===== config.mk =====
export PLATFORM = sky130hd
export DESIGN_NAME = ysyx_23060180_mem_arbiter
export DESIGN_NICKNAME = d
export VERILOG_FILES = /design/src/rtl/ysyx_23060180_mem_arbiter.sv
export SDC_FILE = /design/constraint.sdc
export NUM_CORES = 1
export LEC_CHECK = 0
export ABC_AREA = 1
export BUFFER_PORTS_ARGS = -buffer_cell sky130_fd_sc_hd__buf_2
export CORE_UTILIZATION = 46
export DETAILED_ROUTE_END_ITERATION = 12
export PLACE_DENSITY = 0.78
export SLEW_MARGIN = 20
export SYNTH_ARGS = -nofsm -noshare
export SYNTH_HDL_FRONTEND = slang
export SYNTH_SLANG_ARGS = --single-unit

===== constraint.sdc =====
create_clock -name clk -period 1.5 [get_ports clk]
set_input_delay 0.3 -clock clk [delete_from_list [all_inputs] [get_ports clk]]
set_output_delay 0.3 -clock clk [all_outputs]
set_load 0.1 [all_outputs]

===== src/rtl/ysyx_23060180_mem_arbiter.sv =====
// rtl/ysyx_23060180_mem_arbiter.sv - round-robin arbiter sharing one memory port between IFU and LSU
//
// Ports:
//   clk, rst                      clock and synchronous active-high reset
//   ifu_req/addr -> ifu_gnt, ifu_rvalid, ifu_rdata
//                                 instruction fetch requester (read only)
//   lsu_req/addr/wen/wdata/wmask -> lsu_gnt, lsu_rvalid, lsu_rdata
//                                 load/store requester
//   mem_req/addr/wen/wdata/wmask, mem_gnt, mem_rvalid, mem_rdata
//                                 single outstanding-transaction memory port
//   arb_err                       pulses with the aborted owner's rvalid on timeout
//
// Optional feature: define ARB_TIMEOUT_EN to abort a transaction that has spent
// TIMEOUT_CYCLES cycles in REQ+WAIT; the owner then gets rdata 32'hDEADBEEF and
// arb_err. Without the macro the arbiter waits indefinitely and arb_err stays 0.

module ysyx_23060180_mem_arbiter #(
    parameter int TIMEOUT_CYCLES = 256
) (
    input  logic        clk,
    input  logic        rst,
    input  logic        ifu_req,
    input  logic [31:0] ifu_addr,
    output logic        ifu_gnt,
    output logic        ifu_rvalid,
    output logic [31:0] ifu_rdata,
    input  logic        lsu_req,
    input  logic [31:0] lsu_addr,
    input  logic        lsu_wen,
    input  logic [31:0] lsu_wdata,
    input  logic [3:0]  lsu_wmask,
    output logic        lsu_gnt,
    output logic        lsu_rvalid,
    output logic [31:0] lsu_rdata,
    output logic        mem_req,
    output logic [31:0] mem_addr,
    output logic        mem_wen,
    output logic [31:0] mem_wdata,
    output logic [3:0]  mem_wmask,
    input  logic        mem_gnt,
    input  logic        mem_rvalid,
    input  logic [31:0] mem_rdata,
    output logic        arb_err
);

    typedef enum logic [1:0] {
        S_IDLE = 2'd0,
        S_REQ  = 2'd1,
        S_WAIT = 2'd2
    } state_t;

    localparam logic OWNER_IFU = 1'b0;
    localparam logic OWNER_LSU = 1'b1;

    state_t state_q, state_d;
    logic   owner_q;
    logic   last_owner_q;
    logic   pick_lsu;
    logic   any_req;
    logic   complete;
    logic   abort;

    assign any_req = ifu_req | lsu_req;

    // On a tie the requester that was not served last wins.
    always_comb begin
        pick_lsu = 1'b0;
        if (ifu_req && lsu_req) begin
            pick_lsu = (last_owner_q == OWNER_IFU);
        end else begin
            pick_lsu = lsu_req;
        end
    end

    // A response in REQ only counts when it arrives together with the grant.
    assign complete = ((state_q == S_REQ) && mem_gnt && mem_rvalid) ||
                      ((state_q == S_WAIT) && mem_rvalid);

`ifdef ARB_TIMEOUT_EN
    localparam int CW = ($clog2(TIMEOUT_CYCLES) + 1 > 9) ? $clog2(TIMEOUT_CYCLES) + 1 : 9;

    logic [CW-1:0] cnt_q;

    // Held at zero in IDLE so it starts from zero on the first REQ cycle.
    always_ff @(posedge clk) begin
        if (rst) begin
            cnt_q <= '0;
        end else if (state_q == S_IDLE) begin
            cnt_q <= '0;
        end else begin
            cnt_q <= cnt_q + 1'b1;
        end
    end

    assign abort = (state_q != S_IDLE) && !complete &&
                   (cnt_q == CW'(TIMEOUT_CYCLES - 1));
`else
    logic unused_timeout;

    assign unused_timeout = |TIMEOUT_CYCLES;
    assign abort          = 1'b0;
`endif

    always_comb begin
        state_d = state_q;
        mem_req = 1'b0;
        ifu_gnt = 1'b0;
        lsu_gnt = 1'b0;
        case (state_q)
            S_IDLE: begin
                if (any_req) begin
                    state_d = S_REQ;
                end
            end
            S_REQ: begin
                mem_req = 1'b1;
                ifu_gnt = mem_gnt && (owner_q == OWNER_IFU);
                lsu_gnt = mem_gnt && (owner_q == OWNER_LSU);
                if (complete || abort) begin
                    state_d = S_IDLE;
                end else if (mem_gnt) begin
                    state_d = S_WAIT;
                end
            end
            S_WAIT: begin
                if (complete || abort) begin
                    state_d = S_IDLE;
                end
            end
            default: begin
                state_d = S_IDLE;
            end
        endcase
    end

    always_ff @(posedge clk) begin
        if (rst) begin
            state_q      <= S_IDLE;
            owner_q      <= OWNER_IFU;
            last_owner_q <= OWNER_IFU;
            mem_addr     <= 32'h0;
            mem_wen      <= 1'b0;
            mem_wdata    <= 32'h0;
            mem_wmask    <= 4'h0;
            ifu_rvalid   <= 1'b0;
            ifu_rdata    <= 32'h0;
            lsu_rvalid   <= 1'b0;
            lsu_rdata    <= 32'h0;
            arb_err      <= 1'b0;
        end else begin
            state_q    <= state_d;
            ifu_rvalid <= 1'b0;
            lsu_rvalid <= 1'b0;
            arb_err    <= 1'b0;

            if ((state_q == S_IDLE) && any_req) begin
                owner_q   <= pick_lsu;
                mem_addr  <= pick_lsu ? lsu_addr : ifu_addr;
                mem_wen   <= pick_lsu & lsu_wen;
                mem_wdata <= pick_lsu ? lsu_wdata : 32'h0;
                mem_wmask <= pick_lsu ? lsu_wmask : 4'h0;
            end

            // Response routing; the non-owner's rdata keeps its old value.
            if (complete || abort) begin
                last_owner_q <= owner_q;
                arb_err      <= abort;
                if (owner_q == OWNER_LSU) begin
                    lsu_rvalid <= 1'b1;
                    lsu_rdata  <= abort ? 32'hDEADBEEF : mem_rdata;
                end else begin
                    ifu_rvalid <= 1'b1;
                    ifu_rdata  <= abort ? 32'hDEADBEEF : mem_rdata;
                end
            end
        end
    end

endmodule

==> results of run 1 <==
==> timing repair <==
item                                    4_1_cts  5_1_grt
gates cloned                                  0        1
resized for setup                            64       58
endpoints found under the setup margin       58       94
buffers inserted                              1        3
pin swaps                                     2        2
==> registers in the layout (all words and copies together) (netlist names) <==
signal and flops:
mem_wen 1, last_owner_q 1, state_q 2, owner_q 1, ifu_rdata 32, ifu_rvalid 1, mem_addr 32, lsu_rvalid 1
lsu_rdata 32, mem_wdata 32, mem_wmask 4
==> cell type report <==
cell class | instances | area share, %
clock inverter | 11 | 2.309
tap | 168 | 2.519
timing repair buffer | 301 | 24.32
inverter | 38 | 1.799
clock buffer | 21 | 5.397
multi-input combinational | 553 | 30.18
sequential | 139 | 33.48
==> path summary, 6_finish.rpt <==
kind / start / endpoint / slack [ns] / depth (start not counted)
setup reg to reg: state_q[1]$_SDFFE_PP0P_ / mem_wdata[12]$_SDFFE_PP0P_ / 0.09 / 7
hold / removal: lsu_wdata[11] / mem_wdata[11]$_SDFFE_PP0P_ / 0.13 / 3
setup / recovery: state_q[1]$_SDFFE_PP0P_ / ifu_gnt / -0.02 / 4
hold reg to reg: ifu_rdata[24]$_SDFFE_PP0P_ / ifu_rdata[24]$_SDFFE_PP0P_ / 0.46 / 2
==> layer usage <==
metal / wire length [um] / vias to the layer above / track usage, %
met2: 8469 / 283 / 44.63
li1: - / 3125 / -
met1: 7003 / 2842 / 32.00
met4: 640 / 0 / 14.74
met3: 1419 / 47 / 8.183
met5: 0 / - / 0
==> stage by stage <==
| stage | util [%] | setup WS [ns] | instances | cell area, um2 |
|---|---|---|---|---|
| after CTS | 67.59 | -0.07863 | 1227 | 8153 |
| after detailed placement | 60.85 | 0.1120 | 1194 | 7340 |
| after floorplan | - | -0.04035 | 801 | 5749 |
| final | 69.19 | -0.01881 | 1231 | 8346 |
| after global routing | 69.19 | -0.08486 | 1231 | 8346 |
| after global placement | 60.85 | 0.1370 | 1194 | 7340 |
==> Yosys cell counts, drive strengths merged, types with 27 or more instances <==
cell    number  area (um2)
nor2        40       152.6
nand3       67       335.3
nand2      274        1031
buf         44       226.5
inv         37       138.9
nand4       65       406.6
clkbuf      27       101.4
a21oi      104       520.5
dfxtp      139        2783
==> kinds of logic after synthesis <==
family | count (synthesis) | share of synthesized area, %
AND/OR/NAND/NOR | 447 | 33.76
flip-flops | 139 | 48.59
buffers and inverters | 109 | 8.215
AO/OA/AOI/OAI | 105 | 9.373
other | 1 | 0.06548
==> worst min-delay path, stage by stage <==
cell and delay, ns:
buf_2 0.09, nand2_1 0.05, a21oi_1 0.05
==> power by group through the flow <==
| stage | Combinational, mW | Sequential (mW) | Clock (mW) |
|---|---|---|---|
| 2_1_floorplan | 0.702 | 5.23 | 0 |
| 3_3_place_gp | 2.48 | 4.03 | 0 |
| 3_5_place_dp | 2.49 | 4.04 | 0 |
| 4_1_cts | 2.54 | 3.96 | 4.63 |
| 5_1_grt | 2.75 | 3.98 | 4.76 |
| 6_report | 2.60 | 3.97 | 4.54 |
==> out/metrics.cfg, run 1 <==
[status]
outcome = finished with violations
violations = negative setup slack

[critical_path]
cp_max_fo = 3
cp_cell_sequence = inv_4 -> nand3_4 -> nor2_4 -> buf_12
criticalPathCategory = reg -> out
critPathTopFamily = flip-flops
worstPathRequired_ns = 1.20
cp.buffers_inverters = 2
slowest_stage = dfxtp_4
endpoint_kind = output port
start_kind = flip-flop
cp.arrival_ns = 1.22
cpPeakStageDelay_ns = 0.34

[route]
drt_iter0_markers = 623
vias = 6297
ant_nets = 0
dr.pass1.iters = 6
drc_errors = 0
finalWirelength_um = 17530
vias_per_cell = 5.115
routedWlPerCell_um = 14.24

[sta]
finalCritPeriodShare_pct = 101.3
worstMarginPinSlew_ns = 0.5108
final-setup-viol-count = 3
skew_ns = 0.007756
rsz0062_at_grt = true
period_needed_ns = 1.519
max_freq_mhz = 658.4
max_slew_margin_pct = 66.18
worst_slack_ns = -0.01881
setup-tns-final_ns = -0.03057
holdWs_ns = 0.1283
hold_violations = 0
slew_violations = 0

[power]
swShare_pct = 32.72
p_switching_mw = 3.637
power_leakage_nw = 4.107
p_int_mw = 7.477
clkPwrFrac_pct = 40.9
p_per_area_nw_per_um2 = 1332
seq_power_share_pct = 35.7
combinationalPowerShare_pct = 23.4
fin_total_pwr_mw = 11.11
peakVddDrop_mv = 1.148

[layout]
layout_commonest_cell = nand2_1
multi_input_area_um2 = 2519
final_cell_mix = 272 x nand2_1, 164 x buf_2, 136 x dfxtp_1
area_delta_synth_final_pct = 45.73
diodes = 0
seqCellArea_um2 = 2794
layout.nets = 1189
n_fill_cell = 1027
drive_gt1_share_pct = 32.55

[synth]
ys_seq_elements = 139
syn-num-nets = 940
syn_area_per_cell_um2 = 7.149
async_flop_share_pct = 0
yosysWarningCount = 0
synth_cell_type_count = 19
synth-edff-count = 0
netlist_area_um2 = 5727
ys_seq_area_share_pct = 48.59
ys.flop_type = dfxtp_1
syn_inst = 801

[clock_tree]
cts_tree = done
max-clock-path-buffers = 2
clock-sinks = 139
clockRootBuffer = clkbuf_16
cts_inserted_buffers = 17
holdBufCountCts = 0
clock_latency_ns = 0.42
clk_pin_slew_ns = 0.06
cts_max_level = 4

[global_routing]
grt_use_total_pct = 27.23
first_global_vias = 5876
antenna_found_initial = 0
grt_pass1_wl_um = 27860
grt_max_degree = 97
gr-total-overflow = 0

[die]
pin_count = 278
die_height_um = 113.6
die_x_um = 113.6
rows = 40
start_util_pct = 47.48
coreArea_um2 = 12060
die_area_um2 = 12900

[placed_design]
port_buffers = 276
gp_congestion = 0.8275
post-dp-hpwl_um = 11510

[job]
cap_violations = 0

[hold_path]
hold_path.class = in -> reg

No activity file was read; power rests on OpenSTA's default activity.
==> run 2, diff against run 1 <==
--- a/config.mk
+++ b/config.mk
@@ -5,9 +5,10 @@
 export SDC_FILE = /design/constraint.sdc
 export NUM_CORES = 1
 export LEC_CHECK = 0
-export ABC_AREA = 1
 export BUFFER_PORTS_ARGS = -buffer_cell sky130_fd_sc_hd__buf_2
-export CORE_UTILIZATION = 46
+export CELL_PAD_IN_SITES_DETAIL_PLACEMENT = 0
+export CELL_PAD_IN_SITES_GLOBAL_PLACEMENT = 1
+export CORE_UTILIZATION = 33
 export DETAILED_ROUTE_END_ITERATION = 12
 export PLACE_DENSITY = 0.78
 export SLEW_MARGIN = 20
==> out/metrics.cfg, run 2 <==
[status]
outcome = finished with violations
violations = negative setup slack

[synth]
syn_inst = 568  ; -29%
ys_seq_area_share_pct = 50.83  ; +2.2 points
netlist_area_um2 = 5474  ; -4.4%
netlist.area_leader.share_pct = 50.83  ; +2.2 points
syn-num-nets = 707  ; -25%
async_flop_share_pct = 0  ; unchanged
ys_seq_elements = 139  ; unchanged
yosysWarningCount = 0  ; unchanged
synth_area_leaders = dfxtp_1 51%, mux2i_1 12%, a21oi_1 6.5%
synth_top_area_cell = dfxtp_1
ys.flop_type = dfxtp_1
synthTopCellsByCount = 139 x dfxtp_1, 71 x a21oi_1, 64 x mux2i_1, 64 x nand2_1, 46 x clkbuf_1
syn_area_per_cell_um2 = 9.637  ; +35%
yosysMostFrequentCell = dfxtp_1
synth_cell_type_count = 31  ; +12
synth-edff-count = 0  ; unchanged

[die]
die_area_um2 = 17110  ; +33%
rows = 46  ; +15%
coreArea_um2 = 16060  ; +33%
start_util_pct = 34.09  ; -13 points
pin_count = 278  ; unchanged
die_x_um = 130.8  ; +15%
die_height_um = 130.8  ; +15%

[clock_tree]
clk_pin_slew_ns = 0.06  ; about the same
cts_inserted_buffers = 17  ; unchanged
cts_tree = done
holdBufCountCts = 0  ; unchanged
cts_max_level = 4  ; unchanged
clock_latency_ns = 0.42  ; about the same
clockRootBuffer = clkbuf_16
clock-sinks = 139  ; unchanged
max-clock-path-buffers = 2  ; unchanged

[sta]
worst_slack_ns = -0.1298  ; -0.1109 ns
slew_violations = 0  ; unchanged
max_freq_mhz = 613.6  ; -6.8%
period_needed_ns = 1.630  ; +0.1109 ns
setup-tns-final_ns = -0.7164  ; -0.6858 ns
skew_ns = 0.004254  ; -0.003502 ns
final-setup-viol-count = 23  ; +20
finalCritPeriodShare_pct = 108.7  ; +7.4 points
rsz0062_at_grt = true
hold_violations = 0  ; unchanged

[placed_design]
place_ws_ns = 0.002118  ; -0.1098 ns
post-dp-hpwl_um = 11490  ; -0.22%
dpl_cell_area_um2 = 7241  ; -1.3%
port_buffers = 276  ; unchanged
place_inst = 1022  ; -14%
gp_congestion = 0.7302  ; -12%

[power]
seq_power_share_pct = 35.8  ; about the same
p_int_mw = 7.107  ; -4.9%
combinationalPowerShare_pct = 27.1  ; +3.7 points
power_leakage_nw = 3.731  ; -9.2%
p_switching_mw = 4.048  ; +11%
p_per_area_nw_per_um2 = 1288  ; -3.3%
swShare_pct = 36.29  ; +3.6 points
peakVddDrop_mv = 0.8061  ; -30%
clkPwrFrac_pct = 37.2  ; -3.7 points

[global_routing]
first_global_vias = 4796  ; -18%
grt_use_total_pct = 19.03  ; -8.2 points
antenna_found_initial = 1  ; +1
gr-total-overflow = 0  ; unchanged
grt_pass1_wl_um = 24760  ; -11%
grt_max_degree = 97  ; unchanged

[layout]
n_fill_cell = 1525  ; +48%
design_area_um2 = 8661  ; +3.8%
area_delta_synth_final_pct = 58.22
final_cell_mix = 148 x buf_2, 138 x dfxtp_1, 71 x buf_4
fin_cells = 1072  ; -13%
layout.nets = 981  ; -17%
layout_commonest_cell = buf_2
drive_gt1_share_pct = 47.37  ; +15 points
final_core_util_pct = 53.93  ; -15 points

[route]
routedWlPerCell_um = 16.89  ; +19%
finalWirelength_um = 18110  ; +3.3%
vias_per_cell = 5.085  ; -0.60%
dr_wl_met3_um = 1274  ; -10%
top_layer_used = met4
ant_nets = 0  ; unchanged
met2_length_um = 9041  ; +6.8%
wl_met1_um = 7508  ; +7.2%
drc_errors = 0  ; unchanged
drt_iter0_markers = 158  ; -75%
vias = 5451  ; -13%
dr.pass1.iters = 4  ; -2

[hold_path]
hp-start = mem_rdata[17]
hold_path.class = in -> reg
min_path_cells = 2  ; -1
min_to = ifu_rdata[17]$_SDFFE_PP0P_

[critical_path]
criticalPathCategory = reg -> out
regToRegSetupSlack_ns = -0.03  ; -0.12 ns
endpoint_kind = output port
worstPathRequired_ns = 1.20  ; about the same
rr_worst_depth = 6  ; -1
start_kind = flip-flop
cp_max_fo = 3  ; unchanged
cp.arrival_ns = 1.33  ; +0.11 ns
reg2reg_from = state_q[0]$_SDFFE_PP0P_
reg2reg_to = mem_addr[13]$_SDFFE_PP0P_

[job]
cap_violations = 0  ; unchanged

[run 2: cell count changes after synthesis, moves of 11 or more]
cell / previous run / this run
a32o_1: 0 / 32
buf_2: 28 / 9
buf_1: 11 / 0
inv_1: 35 / 2
mux2i_1: 0 / 64
clkbuf_1: 27 / 46
nor2_1: 39 / 6
nand2_1: 273 / 64
o21ai_0: 0 / 35
a21oi_1: 104 / 71
nand4_1: 65 / 37
nand3_1: 67 / 1
a211oi_1: 0 / 32
[run 2: worst max path at each step]
stage | cells past startpoint | start | endpoint
2_1_floorplan | 3 | state_q[0]$_SDFFE_PP0P_ | last_owner_q$_SDFFE_PP0P_
3_3_place_gp | 5 | mem_gnt | ifu_rdata[7]$_SDFFE_PP0P_
3_5_place_dp | 5 | mem_gnt | ifu_rdata[28]$_SDFFE_PP0P_
4_1_cts | 3 | state_q[1]$_SDFFE_PP0P_ | ifu_gnt
5_1_grt | 3 | state_q[1]$_SDFFE_PP0P_ | ifu_gnt
6_report | 3 | state_q[1]$_SDFFE_PP0P_ | ifu_gnt
[run 2: power by group through the flow]
stage               logic (mW)  registers (mW)  clock network (mW)
floorplan                0.625            5.38                   0
global placement          2.60            4.05                   0
detailed placement        2.60            4.05                   0
CTS                       2.68            3.98                4.26
global route              3.15            4.01                4.42
finish                    3.02            3.99                4.15
[run 2: logic make-up after synthesis]
| logic type | Yosys count | synth area share [%] |
|---|---|---|
| AND/OR/NAND/NOR | 117 | 10.19 |
| AO/OA/AOI/OAI | 180 | 21.44 |
| flip-flops | 139 | 50.83 |
| multiplexers | 64 | 11.70 |
| buffers and inverters | 67 | 5.760 |
| other | 1 | 0.06851 |
[run 2: repair_timing]
item                                    in CTS  in global routing
buffers inserted                             4                  2
pin swaps                                    0                 66
gates cloned                                 0                 11
endpoints found under the setup margin      59                169
gates resized for setup                     62                117
[run 2: area by class of cell]
| cell class | count | area [um2] | area share (%) |
|---|---|---|---|
| clock buffers | 17 | 425.4 | 4.912 |
| multi-input cells | 362 | 2611 | 30.15 |
| clock inverters | 15 | 155.1 | 1.791 |
| flip-flops and latches | 139 | 2784 | 32.14 |
| repair buffers | 319 | 2401 | 27.72 |
| well taps | 216 | 270.3 | 3.120 |
| diodes | 1 | 2.502 | 0.02889 |
| inverters | 3 | 11.26 | 0.1300 |
[run 2: per-stage QoR]
stage	hold slack, ns	power [mW]
after floorplan	0.3793	6.000
after global placement	0.4384	6.647
after detailed placement	0.4464	6.654
after CTS	0.08691	10.91
after global routing	0.09206	11.57
final	0.1085	11.16
[run 2: routing by layer]
layer	vias to the layer above	track usage (%)
li1	2651	-
met1	2564	22.22
met2	216	32.06
met3	20	6.270
met4	0	7.776
met5	-	0
[run 2: critical path, stage by stage (launching register included)]
cell and delay (ns):
dfxtp_1 0.31, and3b_2 0.25, and2_4 0.18, buf_12 0.17
==> run 3, diff against run 2 <==
--- a/config.mk
+++ b/config.mk
@@ -8,9 +8,11 @@
 export BUFFER_PORTS_ARGS = -buffer_cell sky130_fd_sc_hd__buf_2
 export CELL_PAD_IN_SITES_DETAIL_PLACEMENT = 0
 export CELL_PAD_IN_SITES_GLOBAL_PLACEMENT = 1
+export CORE_ASPECT_RATIO = 1.2
 export CORE_UTILIZATION = 33
 export DETAILED_ROUTE_END_ITERATION = 12
-export PLACE_DENSITY = 0.78
+export PLACE_DENSITY = 0.77
+export RECOVER_POWER = 100
 export SLEW_MARGIN = 20
 export SYNTH_ARGS = -nofsm -noshare
 export SYNTH_HDL_FRONTEND = slang
==> out/metrics.cfg, run 3 (synthesized netlist as in run 2, its figures left out) <==
[status]
outcome = finished with violations
violations = negative setup slack

[global_routing]
grt_use_total_pct = 19.20  ; +0.17 points
grt_use_met3_pct = 7.228  ; +0.96 points
antenna_found_initial = 1  ; unchanged
first_global_vias = 5015  ; +4.6%
grt_use_met1_pct = 21.99  ; -0.22 points
gr-total-overflow = 0  ; unchanged
grt_use_met2_pct = 32.04  ; about the same
grt_busiest_layer = met2
grt_pass1_wl_um = 25670  ; +3.7%
grt_max_degree = 52  ; -46%

[power]
peakVddDrop_mv = 0.6751  ; -16%
p_per_area_nw_per_um2 = 1321  ; +2.5%
fin_total_pwr_mw = 11.01  ; -1.3%
power_leakage_nw = 3.632  ; -2.6%

[critical_path]
cp.arrival_ns = 1.33  ; about the same
start_kind = flip-flop
cp_max_fo = 4  ; +1
reg2reg_from = state_q[1]$_SDFFE_PP0P_
endpoint_kind = output port
worstPathRequired_ns = 1.20  ; about the same
criticalPathCategory = reg -> out
crit_path_start = state_q[1]$_SDFFE_PP0P_

[clock_tree]
clock-sinks = 139  ; unchanged
max-clock-path-buffers = 2  ; unchanged
clk_pin_slew_ns = 0.06  ; about the same
cts_max_level = 4  ; unchanged
clock_latency_ns = 0.42  ; about the same
holdBufCountCts = 0  ; unchanged
cts_inserted_buffers = 17  ; unchanged
cts_tree = done
clockRootBuffer = clkbuf_16

[die]
die_area_um2 = 17110  ; about the same
start_util_pct = 33.77  ; -0.32 points
coreArea_um2 = 16210  ; +0.93%
die_x_um = 119.6  ; -8.6%
pin_count = 278  ; unchanged
die_height_um = 143.1  ; +9.4%
rows = 51  ; +11%

[layout]
layout.nets = 980  ; -0.10%
final_cell_mix = 146 x buf_2, 137 x dfxtp_1, 128 x clkbuf_4
area_delta_synth_final_pct = 52.34
design_area_um2 = 8339  ; -3.7%
fin_cells = 1066  ; -0.56%
drive_gt1_share_pct = 42.51  ; -4.9 points
layout_commonest_cell = buf_2
diodes = 0  ; -1

[route]
vias_per_cell = 5.050  ; -0.69%
drc_errors = 0  ; unchanged
vias = 5383  ; -1.2%
drt_iter0_markers = 223  ; +41%
ant_nets = 0  ; unchanged
dr.pass1.iters = 4  ; unchanged
routedWlPerCell_um = 15.73  ; -6.9%
finalWirelength_um = 16770  ; -7.4%

[sta]
final-setup-viol-count = 35  ; +52%
max_freq_mhz = 614.2  ; +0.10%
skew_ns = 0.01122  ; +0.006963 ns
period_needed_ns = 1.628  ; -0.001631 ns
worstMarginPinSlew_ns = 0.5144
slew_violations = 0  ; unchanged
rsz0062_at_grt = true
worst_slack_ns = -0.1281  ; +0.001631 ns
hold_violations = 0  ; unchanged
holdWs_ns = 0.1040  ; -0.004493 ns
max_slew_margin_pct = 65.71
finalCritPeriodShare_pct = 108.5  ; -0.11 points

[placed_design]
gp_congestion = 0.8396  ; +15%
place_inst = 1024  ; +0.20%
port_buffers = 276  ; unchanged
post-dp-hpwl_um = 11620  ; +1.2%
place_ws_ns = 0.02037  ; +0.01825 ns
dpl_cell_area_um2 = 7256  ; +0.21%

[hold_path]
hold_path.class = in -> reg
hp-start = mem_rdata[21]

[job]
cap_violations = 0  ; unchanged

## run 3: final timing paths
kind	endpoint	slack, ns	depth (start not counted)
worst max-delay path	ifu_gnt	-0.13	3
worst min-delay path	ifu_rdata[21]$_SDFFE_PP0P_	0.10	2
worst max register to register	ifu_rdata[14]$_SDFFE_PP0P_	-0.07	6
worst min register to register	lsu_rdata[9]$_SDFFE_PP0P_	0.45	2
## run 3: timing repair
item                                    in CTS  in global routing
setup buffers                                4                  3
endpoints found under the setup margin      57                183
pin swaps                                    2                 33
gates resized for setup                     62                 81
gates cloned                                 0                  4
## run 3: layout make-up
type,instances,area (um2)
Sequential cell,139,2785
Multi-Input combinational cell,362,2416
Fill cell,1627,7869
Clock inverter,13,153.9
Tap cell,212,265.3
Inverter,3,11.26
Clock buffer,19,452.9
Timing Repair Buffer,318,2255
## run 3: power breakdown
| part | switching, mW | internal (mW) | leakage (nW) |
|---|---|---|---|
| clock network | 1.69 | 2.57 | 0.292 |
| registers | 0.0971 | 3.88 | 1.13 |
| logic | 2.03 | 0.740 | 2.21 |
| total | 3.81 | 7.20 | 3.63 |
## run 3: per-stage QoR
stage / setup TNS [ns] / utilization [%]
after floorplan: -0.2223 / -
after global placement: 0 / 44.77
after detailed placement: 0 / 44.77
after CTS: -0.4238 / 49.64
after global routing: -6.100 / 51.45
final: -1.967 / 51.45
## run 3: worst max-delay path: stages (launching register included)
cell and delay (ns):
dfxtp_2 0.31, and3b_2 0.26, and2_4 0.17, buf_12 0.17
## run 3: per-layer routing
layer	share of wire (%)	vias up
met5	0.078	-
met4	1.9	2
met3	8.8	25
met2	47	225
met1	42	2476
li1	-	2655
